File: config.mk
export PLATFORM = sky130hd
export DESIGN_NAME = reg_scoreboard
export DESIGN_NICKNAME = d
export VERILOG_FILES = /design/src/rtl/reg_scoreboard.sv
export SDC_FILE = /design/constraint.sdc
export NUM_CORES = 1
export LEC_CHECK = 0
export CAP_MARGIN = 20
export CORE_MARGIN = 2
export CORE_UTILIZATION = 49
export DETAILED_ROUTE_END_ITERATION = 6
export HOLD_SLACK_MARGIN = 0.02
export PLACE_DENSITY = 0.72
export RECOVER_POWER = 50
export SETUP_SLACK_MARGIN = 0.02
export SYNTH_ARGS = -nofsm -noshare
export SYNTH_HDL_FRONTEND = slang
export SYNTH_SLANG_ARGS = --single-unit
File: constraint.sdc
create_clock -name clk -period 8.65 [get_ports clk]
set_clock_uncertainty 0.15 [all_clocks]
set_input_delay 1.2975 -clock clk [delete_from_list [all_inputs] [get_ports clk]]
set_output_delay 1.2975 -clock clk [all_outputs]
set_load 0.01 [all_outputs]
File: src/rtl/reg_scoreboard.sv
// Issue-side hazard scoreboard in front of the 16x16 register file; owns its write port.
// Latency: write pass-through 0 cycles, state 1 cycle. Backpressure: iss_stall holds decode on RAW/WAW.
module reg_scoreboard #(
   parameter int NREG    = 16,
   parameter int AW      = 4,
   parameter int DW      = 16,
   parameter int TIMEOUT = 63
) (
   input  logic            clk,
   input  logic            rst,
   input  logic            iss_valid,
   input  logic [AW-1:0]   iss_src1,
   input  logic [AW-1:0]   iss_src2,
   input  logic            iss_use1,
   input  logic            iss_use2,
   input  logic            iss_wr,
   input  logic [AW-1:0]   iss_dst,
   output logic            iss_stall,
   input  logic            ret_valid,
   input  logic [AW-1:0]   ret_dst,
   input  logic [DW-1:0]   ret_data,
   output logic            rf_WriteReg,
   output logic [AW-1:0]   rf_DstReg,
   output logic [DW-1:0]   rf_DstData,
   output logic [NREG-1:0] busy_vec,
   output logic [AW:0]     outstanding,
   output logic            idle,
   output logic            err_spurious,
   output logic            err_timeout
);

   localparam int CW = $clog2(TIMEOUT + 1);
   localparam logic [CW-1:0] TMAX = CW'(TIMEOUT);

   logic [NREG-1:0] r_busy;
   logic [AW:0]     r_cnt;
   logic            r_idle;
   logic            r_err_spur;
   logic            r_err_to;
   logic [CW-1:0]   r_age [NREG];

   logic [NREG-1:0] w_clr;
   logic [NREG-1:0] w_free;
   logic [NREG-1:0] w_set;
   logic [NREG-1:0] w_busy_nxt;
   logic [AW:0]     w_cnt_nxt;
   logic            w_acc;
   logic            w_any_to;
   logic [CW-1:0]   w_age_nxt [NREG];

   assign rf_WriteReg = ret_valid;
   assign rf_DstReg   = ret_dst;
   assign rf_DstData  = ret_data;

   // A register retiring this cycle reads as free: the register file bypasses the write.
   always_comb begin
      w_clr = '0;
      if (ret_valid) w_clr[ret_dst] = 1'b1;
   end

   assign w_free    = ~r_busy | w_clr;
   assign iss_stall = iss_valid && ((iss_use1 && !w_free[iss_src1]) ||
                                    (iss_use2 && !w_free[iss_src2]) ||
                                    (iss_wr   && !w_free[iss_dst]));
   assign w_acc     = iss_valid && !iss_stall;

   always_comb begin
      w_set = '0;
      if (w_acc && iss_wr) w_set[iss_dst] = 1'b1;
   end

   assign w_busy_nxt = (r_busy & ~w_clr) | w_set;

   always_comb begin
      w_cnt_nxt = '0;
      for (int i = 0; i < NREG; i++) begin
         w_cnt_nxt = w_cnt_nxt + {{AW{1'b0}}, w_busy_nxt[i]};
      end
   end

   // A fresh issue restarts the age even when it overlaps the old write's retire.
   always_comb begin
      w_any_to = 1'b0;
      for (int i = 0; i < NREG; i++) begin
         w_age_nxt[i] = '0;
         if (r_busy[i] && w_busy_nxt[i] && !w_set[i]) begin
            w_age_nxt[i] = (r_age[i] == TMAX) ? TMAX : r_age[i] + 1'b1;
         end
         if (r_age[i] == TMAX) w_any_to = 1'b1;
      end
   end

   always_ff @(posedge clk) begin
      if (!rst) begin
         r_busy     <= '0;
         r_cnt      <= '0;
         r_idle     <= 1'b1;
         r_err_spur <= 1'b0;
         r_err_to   <= 1'b0;
         for (int i = 0; i < NREG; i++) r_age[i] <= '0;
      end else begin
         r_busy <= w_busy_nxt;
         r_cnt  <= w_cnt_nxt;
         r_idle <= (w_cnt_nxt == '0);
         if (ret_valid && !r_busy[ret_dst]) r_err_spur <= 1'b1;
         if (w_any_to) r_err_to <= 1'b1;
         for (int i = 0; i < NREG; i++) r_age[i] <= w_age_nxt[i];
      end
   end

   assign busy_vec     = r_busy;
   assign outstanding  = r_cnt;
   assign idle         = r_idle;
   assign err_spurious = r_err_spur;
   assign err_timeout  = r_err_to;

endmodule

# Word-level counts from Yosys, hierarchy flattened
# Memories as Yosys holds them, arrays and structs flattened.
# Cells that the tools add are included.
dict set report totals {
  ff_bits 24
  latchBits 0
  mem_bits_rw 96
  romBits 0
  inputBits 39
  output_inout_bits 46
  wordCells 225
  n_memories 1
}
dict set report classes {
  n_addsub 31
  n_mul 0
  div 0
  magnitude_cmp 6
  n_eq_ne 16
  n_shift 0
  mux 80
  bitwise_logic 21
  reduce_logical 65
}
# memory words width rd rd_ports_with_merged_regs wr line
set mem_list {}
lappend mem_list {r_age 16 6 16 0 16 40} ;# logic [CW-1:0] r_age [NREG];
# op count
set op_table {}
lappend op_table {{2-to-1 mux 6 bit} 48}
lappend op_table {{adder 6 x 1 -> 6 bit (second input constant)} 16}
lappend op_table {{equality test 6 bit (second input constant)} 16}
lappend op_table {{adder 5 x 1 -> 5 bit} 11}
lappend op_table {{logical AND 1 bit} 41}
lappend op_table {{2-to-1 mux 16 bit} 2}
lappend op_table {{NOT 16 bit} 2}
lappend op_table {{bitwise OR 16 bit} 2}
lappend op_table {{2-to-1 mux 1 bit} 24}
lappend op_table {{zero test 1 bit} 21}
lappend op_table {{less-than comparator 4 x 5 -> 1 bit (second input constant)} 4}
lappend op_table {{bitwise AND 16 bit} 1}
lappend op_table {{binary-select mux 1 bit (select 4 bit)} 4}
lappend op_table {{bitwise OR 1 bit} 16}
lappend op_table {{demux 1 bit (select 4 bit)} 2}
lappend op_table {{>= comparator 4 x 1 -> 1 bit (second input constant)} 2}
lappend op_table {{adder 4 x 1 -> 5 bit} 1}
lappend op_table {{zero test 5 bit} 1}
lappend op_table {{adder 3 x 1 -> 4 bit} 1}
lappend op_table {{adder 2 x 1 -> 3 bit} 1}
lappend op_table {{adder 1 x 1 -> 2 bit} 1}
lappend op_table {{logical OR 1 bit} 2}

# Depth between registers and ports, before layout
# Gate-level depths: netlist (run 1).
dict set report depth {
  ltp_word 34
  depth_mapped 24
  ltp_nobuf 21
}

# Worst setup path after synthesis (run 1)
# OpenSTA, ideal clock, no wires.
dict set report synth_path {
  path_kind {input-to-reg}
  from {input port ret_dst[0]}
  to {register r_idle (netlist: idle)}
  t_arrival_ns 7.043
  path_slack_ns 1.387
  cell_stages 21
  path_buffers 2
  cell_sequence {buf_4 > or3b_4 > o21ai_2 > mux2i_1 > mux4_2 > o2111ai_2 > o311ai_4 > buf_6 > o41ai_1 > fa_1 > inv_1 > fa_1 > fa_1 > fa_1 > inv_1 > ha_1 > inv_1 > fa_1 > xnor2_1 > or4b_2 > a21oi_1}
}
dict set report synth_between {
  elab_chain_cells 34
}
# item line
set synth_lines {}
lappend synth_lines {{start: declaration} 20} ;# input logic [AW-1:0] ret_dst,
lappend synth_lines {{less-than comparator 4 x 5 -> 1 bit (not written as such) or >= comparator 4 x 1 -> 1 bit (tied branches)} 58} ;# if (ret_valid) w_clr[ret_dst] = 1'b1;
lappend synth_lines {{logical AND 1 bit (not written as such)} 58}
lappend synth_lines {{2-to-1 mux 1 bit (not written as such)} 58}
lappend synth_lines {{demux 1 bit (select 4 bit) *} 58}
lappend synth_lines {{2-to-1 mux 16 bit *} 58}
lappend synth_lines {{bitwise OR 16 bit} 61} ;# assign w_free = ~r_busy | w_clr;
lappend synth_lines {{binary-select mux 1 bit (select 4 bit), on equally long branches} {62, 63}}
lappend synth_lines {{2-to-1 mux 1 bit, on equally long branches} {62, 63}}
lappend synth_lines {{(+9 left out)} -}
lappend synth_lines {{bitwise OR 16 bit *} 72} ;# assign w_busy_nxt = (r_busy & ~w_clr) | w_set;
lappend synth_lines {{via w_busy_nxt[0]} 45} ;# logic [NREG-1:0] w_busy_nxt;
lappend synth_lines {{adder 1 x 1 -> 2 bit *} 77} ;# w_cnt_nxt = w_cnt_nxt + {{AW{1'b0}}, w_busy_nxt[i]};
lappend synth_lines {{adder 2 x 1 -> 3 bit *} 77}
lappend synth_lines {{adder 3 x 1 -> 4 bit *} 77}
lappend synth_lines {{adder 4 x 1 -> 5 bit *} 77}
lappend synth_lines {{adder 5 x 1 -> 5 bit * (11 in a row)} 77}
lappend synth_lines {{zero test 5 bit *} 104} ;# r_idle <= (w_cnt_nxt == '0);
lappend synth_lines {{end signal: assignment} 104}
lappend synth_lines {{end: declaration} 37} ;# logic r_idle;
# The timed path passes the listed nets; every way through them passes the cells marked *. The select of a mux whose other input is x is not followed.
# A chain may end at the register's enable or synchronous reset.

# Worst setup path in the final report (run 1)
dict set report layout_path {
  from {input port ret_dst[1]}
  to {register r_idle (netlist: idle)}
}
# The elaborated chain is that of the path after synthesis.

==> results of run 1 <==
## stage by stage
step                hold slack, ns  power, mW
global placement             0.295      0.652
finish                       0.310       1.29
CTS                          0.313       1.30
global route                 0.330       1.33
detailed placement           0.305      0.651
floorplan                    0.280      0.629
## cell usage in the layout, fill, tap and decap left out, types with 9 or more instances in the layout
master / count
nor3_1: 27
nand3_1: 51
xor2_1: 11
and3_1: 14
o21ai_0: 21
dlygate4sd3_1: 25
ha_1: 21
nor3b_1: 21
a31oi_1: 27
dfxtp_1: 120
clkbuf_16: 17
clkdlybuf4s50_1: 27
nor2_1: 50
fa_1: 10
nand2_1: 51
buf_4: 9
nor2b_1: 12
a21oi_1: 64
xnor2_1: 14
o41ai_1: 17
inv_1: 48
## synthesized netlist by cell type, drive strengths merged (8+ instances only)
| cell type | instances |
|---|---|
| nor3b | 21 |
| xnor2 | 14 |
| buf | 28 |
| a31oi | 27 |
| o41ai | 18 |
| a21oi | 64 |
| fa | 10 |
| o21ai | 24 |
| nand2 | 51 |
| xor2 | 11 |
| inv | 48 |
| and3 | 14 |
| nand3 | 51 |
| clkbuf | 14 |
| nor2 | 50 |
| nor2b | 12 |
| nor3 | 27 |
| dfxtp | 120 |
| ha | 21 |
| mux4 | 8 |
## worst register-to-register path: stages (launching register included)
cell	delay (ns)
dfxtp_1	0.43
inv_1	0.07
a41o_1	0.30
mux4_2	0.51
and2_1	0.21
o311ai_4	0.49
o41ai_1	0.21
fa_1	0.55
inv_1	0.06
fa_1	0.51
fa_1	0.57
fa_1	0.43
inv_1	0.07
ha_1	0.16
inv_1	0.05
fa_1	0.40
xnor2_1	0.17
or4b_2	0.62
a21oi_1	0.16
## registers in the layout, indices dropped and copies added, names as in the netlist
register      flops
busy_vec         16
err_spurious      1
err_timeout       1
idle              1
outstanding       5
r_age            96
## final cells by class
cell class | count | area (µm²)
fillers | 1124 | 5220
multi-input cells | 517 | 3520
flip-flops and latches | 120 | 2400
well taps | 172 | 215
inverters | 48 | 180
repair buffers | 62 | 592
clock buffers | 27 | 503
clock inverters | 3 | 40.0
## logic make-up (layout without fill, tap and decap cells)
family / after synthesis / after routing / synth area share (%)
muxes: 17 / 17 / 4.34
AOI/OAI and AO/OA: 173 / 173 / 18.3
xor gates and xnor gates: 25 / 25 / 3.44
and+or+nand+nor: 271 / 271 / 22.0
buffers and inverters: 90 / 140 / 6.98
DFF: 120 / 120 / 37.7
adders and majority gates: 31 / 31 / 7.27
## report_power, final
group	internal [mW]	total [mW]	switching, mW
logic	0.0349	0.0812	0.0463
registers	0.557	0.559	0.00246
clock network	0.421	0.652	0.231
total	1.01	1.29	0.280
## final timing paths
| check | to | slack (ns) | start |
|---|---|---|---|
| max reg2reg | idle | 2.44 | busy_vec[3] |
| max | idle | 0.84 | ret_dst[1] |
| min | r_age[0][0] | 0.31 | r_age[0][0] |
| min reg2reg | r_age[0][0] | 0.31 | r_age[0][0] |
## layer usage
metal  vias up  global-route usage (%)  share of wire, %
met5         -                       0                 0
met4         0                    9.34               2.5
met3        48                    7.03               7.2
met2       225                    38.5                47
met1      2625                    29.4                43
li1       2707                       -                 -
==> flow_summary.ini, run 1 <==
[global_route]
grt_max_degree = 31
grt_use_total_pct = 23.6
grt-ovfl-total = 0
antenna_found_initial = 0
grt_pass1_vias = 5437
grt_pass1_wl_um = 26400

[clock_network]
cts_resized = 0
cts.clk_slew.worst_paths_ns = 0.05
cts_buffers = 17
insertion_delay_ns = 0.41
cts-htree-levels = 4
cts_sinks = 120
cts-root-buf = clkbuf_16
post_cts_buffers = 0
holdBufCountCts = 0
clk_path_buf_depth = 2
cts_tree = done

[sta]
fin_ws_ns = 0.836
period_minus_slack_ns = 7.81
setup_violations = 0
period_share_pct = 90.3
hold_viol_final = 0
worst_slew_pin_slew_ns = 1.35
rsz0062_at_grt = no
final_max_slew_viol_count = 0
relSlewSlack_pct = 9.93
setup_tns_ns = 0
max_freq_mhz = 128

[critical_path]
worstRegToRegCells = 18
critical_path_class = in2reg
cp.required_ns = 8.83
crit_fanout = 12
endpoint_kind = flip-flop
critical_path.cell_chain = clkdlybuf4s50_1 > nand3b_1 > o21ai_0 > mux2i_1 > mux4_2 > o2111ai_2 > o311ai_4 > o41ai_1 > fa_1 > inv_1 > fa_1 > fa_1 > fa_1 > inv_1 > ha_1 > inv_1 > fa_1 > xnor2_1 > or4b_2 > a21oi_1
cp.depth = 20
crit_slowest_cell = or4b_2
slowest_delay_ns = 0.62
critPathTopFamily = adder cells
worst-path-buf-inv = 4
arrival_ns = 8.00
crit_path_start_kind = input port
critPathMostFrequentCell = fa_1

[drt]
drt-wirelength-per-cell_um = 16.8
drtIter0Drc = 364
final_antenna_net_count = 0
wl_um = 15900
vias = 5605
vias_per_cell = 5.91
drc = 0
firstDrtPassIters = 5

[synthesis]
yosysSeqAreaShare_pct = 37.7
synth_seq_cells = 120
synth_area_leaders = dfxtp_1, a21oi_1, ha_1
yosys_warnings = 0
yosys.area.top_type = dfxtp_1
synth_area_um2 = 6370
netlist.area_leader.share_pct = 37.7
avgSynthCellArea_um2 = 8.76
synthFlopType = dfxtp_1
ys_types = 62
synth_nets = 797
async_flop_share_pct = 0
syn-instance-count = 727
synth_edf_count = 0

[layout]
nets = 836
utilization_pct = 58.8
fin_area_um2 = 7450
fin_cells = 949
layout-drive-gt1-share_pct = 7.34
syn2layout_area_growth_pct = 17.1
num_antenna_cells = 0

[power_and_ir_drop]
vdd_drop_max_v = 0.000151
power_leakage_nw = 2.75
powerDensity_nw_per_um2 = 173

[place]
portBuffers = 52
place_ws_ns = 0.499
placed_cell_area_um2 = 6910
globalplace.congestion = 0.912
dp_cells = 919
dp_hpwl_um = 11700

[floorplan]
start_util_pct = 50.3
die_area_um2 = 13900
die_x_um = 118
rows = 41
fp.dieH_um = 118
core_area_um2 = 12700
ios = 85

[run]
maxCapViolCount = 0

[hold_path]
whs_path_depth = 1
min_path_type = reg2reg

[run_status]
status = finished, final reports clean
(Power assumes the default switching activity.)
==> run 2, diff against run 1 <==
- CORE_ASPECT_RATIO: not set -> 0.9
==> run 2 against run 1 <==
Sequential cell count is the same. Non-clock buffer count grew 2. Cell count shrank 0.53%. Critical path depth is the same. Design area shrank 0.29%. First-iteration DRC count grew 36%. Register-to-register slack gained 0.04 ns. Largest power group unchanged.
==> flow_summary.ini, run 2 (synthesis results as in run 1) <==
[run_status]
status = finished, final reports clean

[clock_network]
cts_resized = 0
cts_sinks = 120
post_cts_buffers = 0
cts.clk_slew.worst_paths_ns = 0.05
cts-htree-levels = 4
holdBufCountCts = 0
cts_buffers = 17
clk_path_buf_depth = 2
cts-root-buf = clkbuf_16
cts_tree = done
insertion_delay_ns = 0.42

[layout]
layout-drive-gt1-share_pct = 8.08
nFillCells = 1102
syn2layout_area_growth_pct = 16.7
multi_input_area_um2 = 3520
final_common_cell = dfxtp_1
max_flop_register = r_age
fin_cells = 944
regArea_um2 = 2400
nets = 838
num_antenna_cells = 0
largest_register_ffs = 96
final_cell_mix = dfxtp_1, a21oi_1, nand2_1, nand3_1, nor2_1

[global_route]
grt-ovfl-total = 0
grt_pass1_vias = 5477
top_usage_layer = met2
use_met3_pct = 6.91
gr-usage-met1_pct = 31.1
met2_usage_pct = 40.9
grt_pass1_wl_um = 26700
antenna_found_initial = 0
grt_max_degree = 31
grt_use_total_pct = 24.8

[sta]
period_share_pct = 88.9
setup_violations = 0
max_freq_mhz = 130
period_minus_slack_ns = 7.69
relSlewSlack_pct = 11.6
worst_slew_pin_slew_ns = 1.33
final_max_slew_viol_count = 0
rsz0062_at_grt = no
setup_tns_ns = 0
hold_viol_final = 0

[drt]
final_antenna_net_count = 0
drt-wirelength-per-cell_um = 17.5
wl_um = 16500
drc = 0
vias = 5631
firstDrtPassIters = 5
drtIter0Drc = 496
vias_per_cell = 5.97

[critical_path]
crit_fanout = 12
cp.required_ns = 8.84
endpoint_kind = flip-flop
crit_path_start_kind = input port
critical_path_class = in2reg
arrival_ns = 7.89
worstRegToRegCells = 18

[floorplan]
rows = 39
core_area_um2 = 12700
ios = 85
die_area_um2 = 13900
fp.dieH_um = 112
die_x_um = 124
start_util_pct = 50.2

[place]
dp_hpwl_um = 12400
portBuffers = 52
dp_cells = 913
globalplace.congestion = 0.939

[hold_path]
min_path_type = reg2reg
whs_path_depth = 1

[power_and_ir_drop]
vdd_drop_max_v = 0.000170
powerDensity_nw_per_um2 = 169
power_leakage_nw = 2.74
total_power_mw = 1.26

[run]
maxCapViolCount = 0
-- run 2: cell types whose count changed in the layout (fill, tap and decap cells not counted), sizes merged --
cell | previous run | this run
buf | 9 | 11
bufinv | 1 | 0
clkbuf | 28 | 23
clkdlybuf4s50 | 27 | 30
clkinv | 2 | 6
clkinvlp | 0 | 3
dlygate4sd3 | 25 | 22
-- run 2: through the flow --
stage	instance area, µm²	hold WS, ns	util [%]	worst slack (ns)
final	7430	0.312	58.6	0.956
after global routing	7430	0.336	58.6	0.498
after CTS	7440	0.316	58.6	0.990
after detailed placement	6920	0.309	54.5	0.578
after global placement	6920	0.293	54.5	0.665
after floorplan	6370	0.280	-	1.39
-- run 2: final timing paths --
check | startpoint | to | slack [ns]
worst max-delay path | ret_dst[1] | idle | 0.96
worst min-delay path | r_age[0][0] | r_age[0][0] | 0.31
worst max register to register | busy_vec[7] | idle | 2.48
worst min register to register | r_age[0][0] | r_age[0][0] | 0.31
-- run 2: cell type report --
type                    count  share of cell area (%)
inverters                  48                    2.42
multi-input cells         517                    47.4
flip-flops and latches    120                    32.3
clock buffers              22                    6.25
clock inverters             9                   0.707
well taps                 164                    2.76
repair buffers             64                    8.16
-- run 2: where the power goes --
group | leakage, nW | switching (mW) | total [mW] | internal, mW
registers | 0.967 | 0.00232 | 0.559 | 0.557
clock network | 0.251 | 0.241 | 0.616 | 0.375
logic | 1.52 | 0.0470 | 0.0820 | 0.0351
total | 2.74 | 0.291 | 1.26 | 0.966
-- run 2: routing by layer --
| metal | up-vias | share of wire [%] |
|---|---|---|
| met5 | - | 0 |
| met4 | 0 | 2.3 |
| met3 | 42 | 8.0 |
| met2 | 234 | 49 |
| met1 | 2642 | 41 |
| li1 | 2713 | - |
-- run 2: critical path, cell delays in order --
cell,delay (ns)
clkdlybuf4s50_1,0.53
nand3b_1,0.32
o21ai_0,0.47
mux2i_1,0.15
mux4_2,0.49
o2111ai_2,0.24
o311ai_4,0.23
o41ai_1,0.54
fa_1,0.50
inv_1,0.10
fa_1,0.41
fa_1,0.57
fa_1,0.42
inv_1,0.07
ha_1,0.17
inv_1,0.06
fa_1,0.39
xnor2_1,0.16
or4b_2,0.61
a21oi_1,0.15
==> run 3, diff against run 2 <==
- HOLD_SLACK_MARGIN: 0.02 -> 0.06
==> results of run 3 <==
Same layout as run 2: the final DEF is identical, and so are final timing and power.
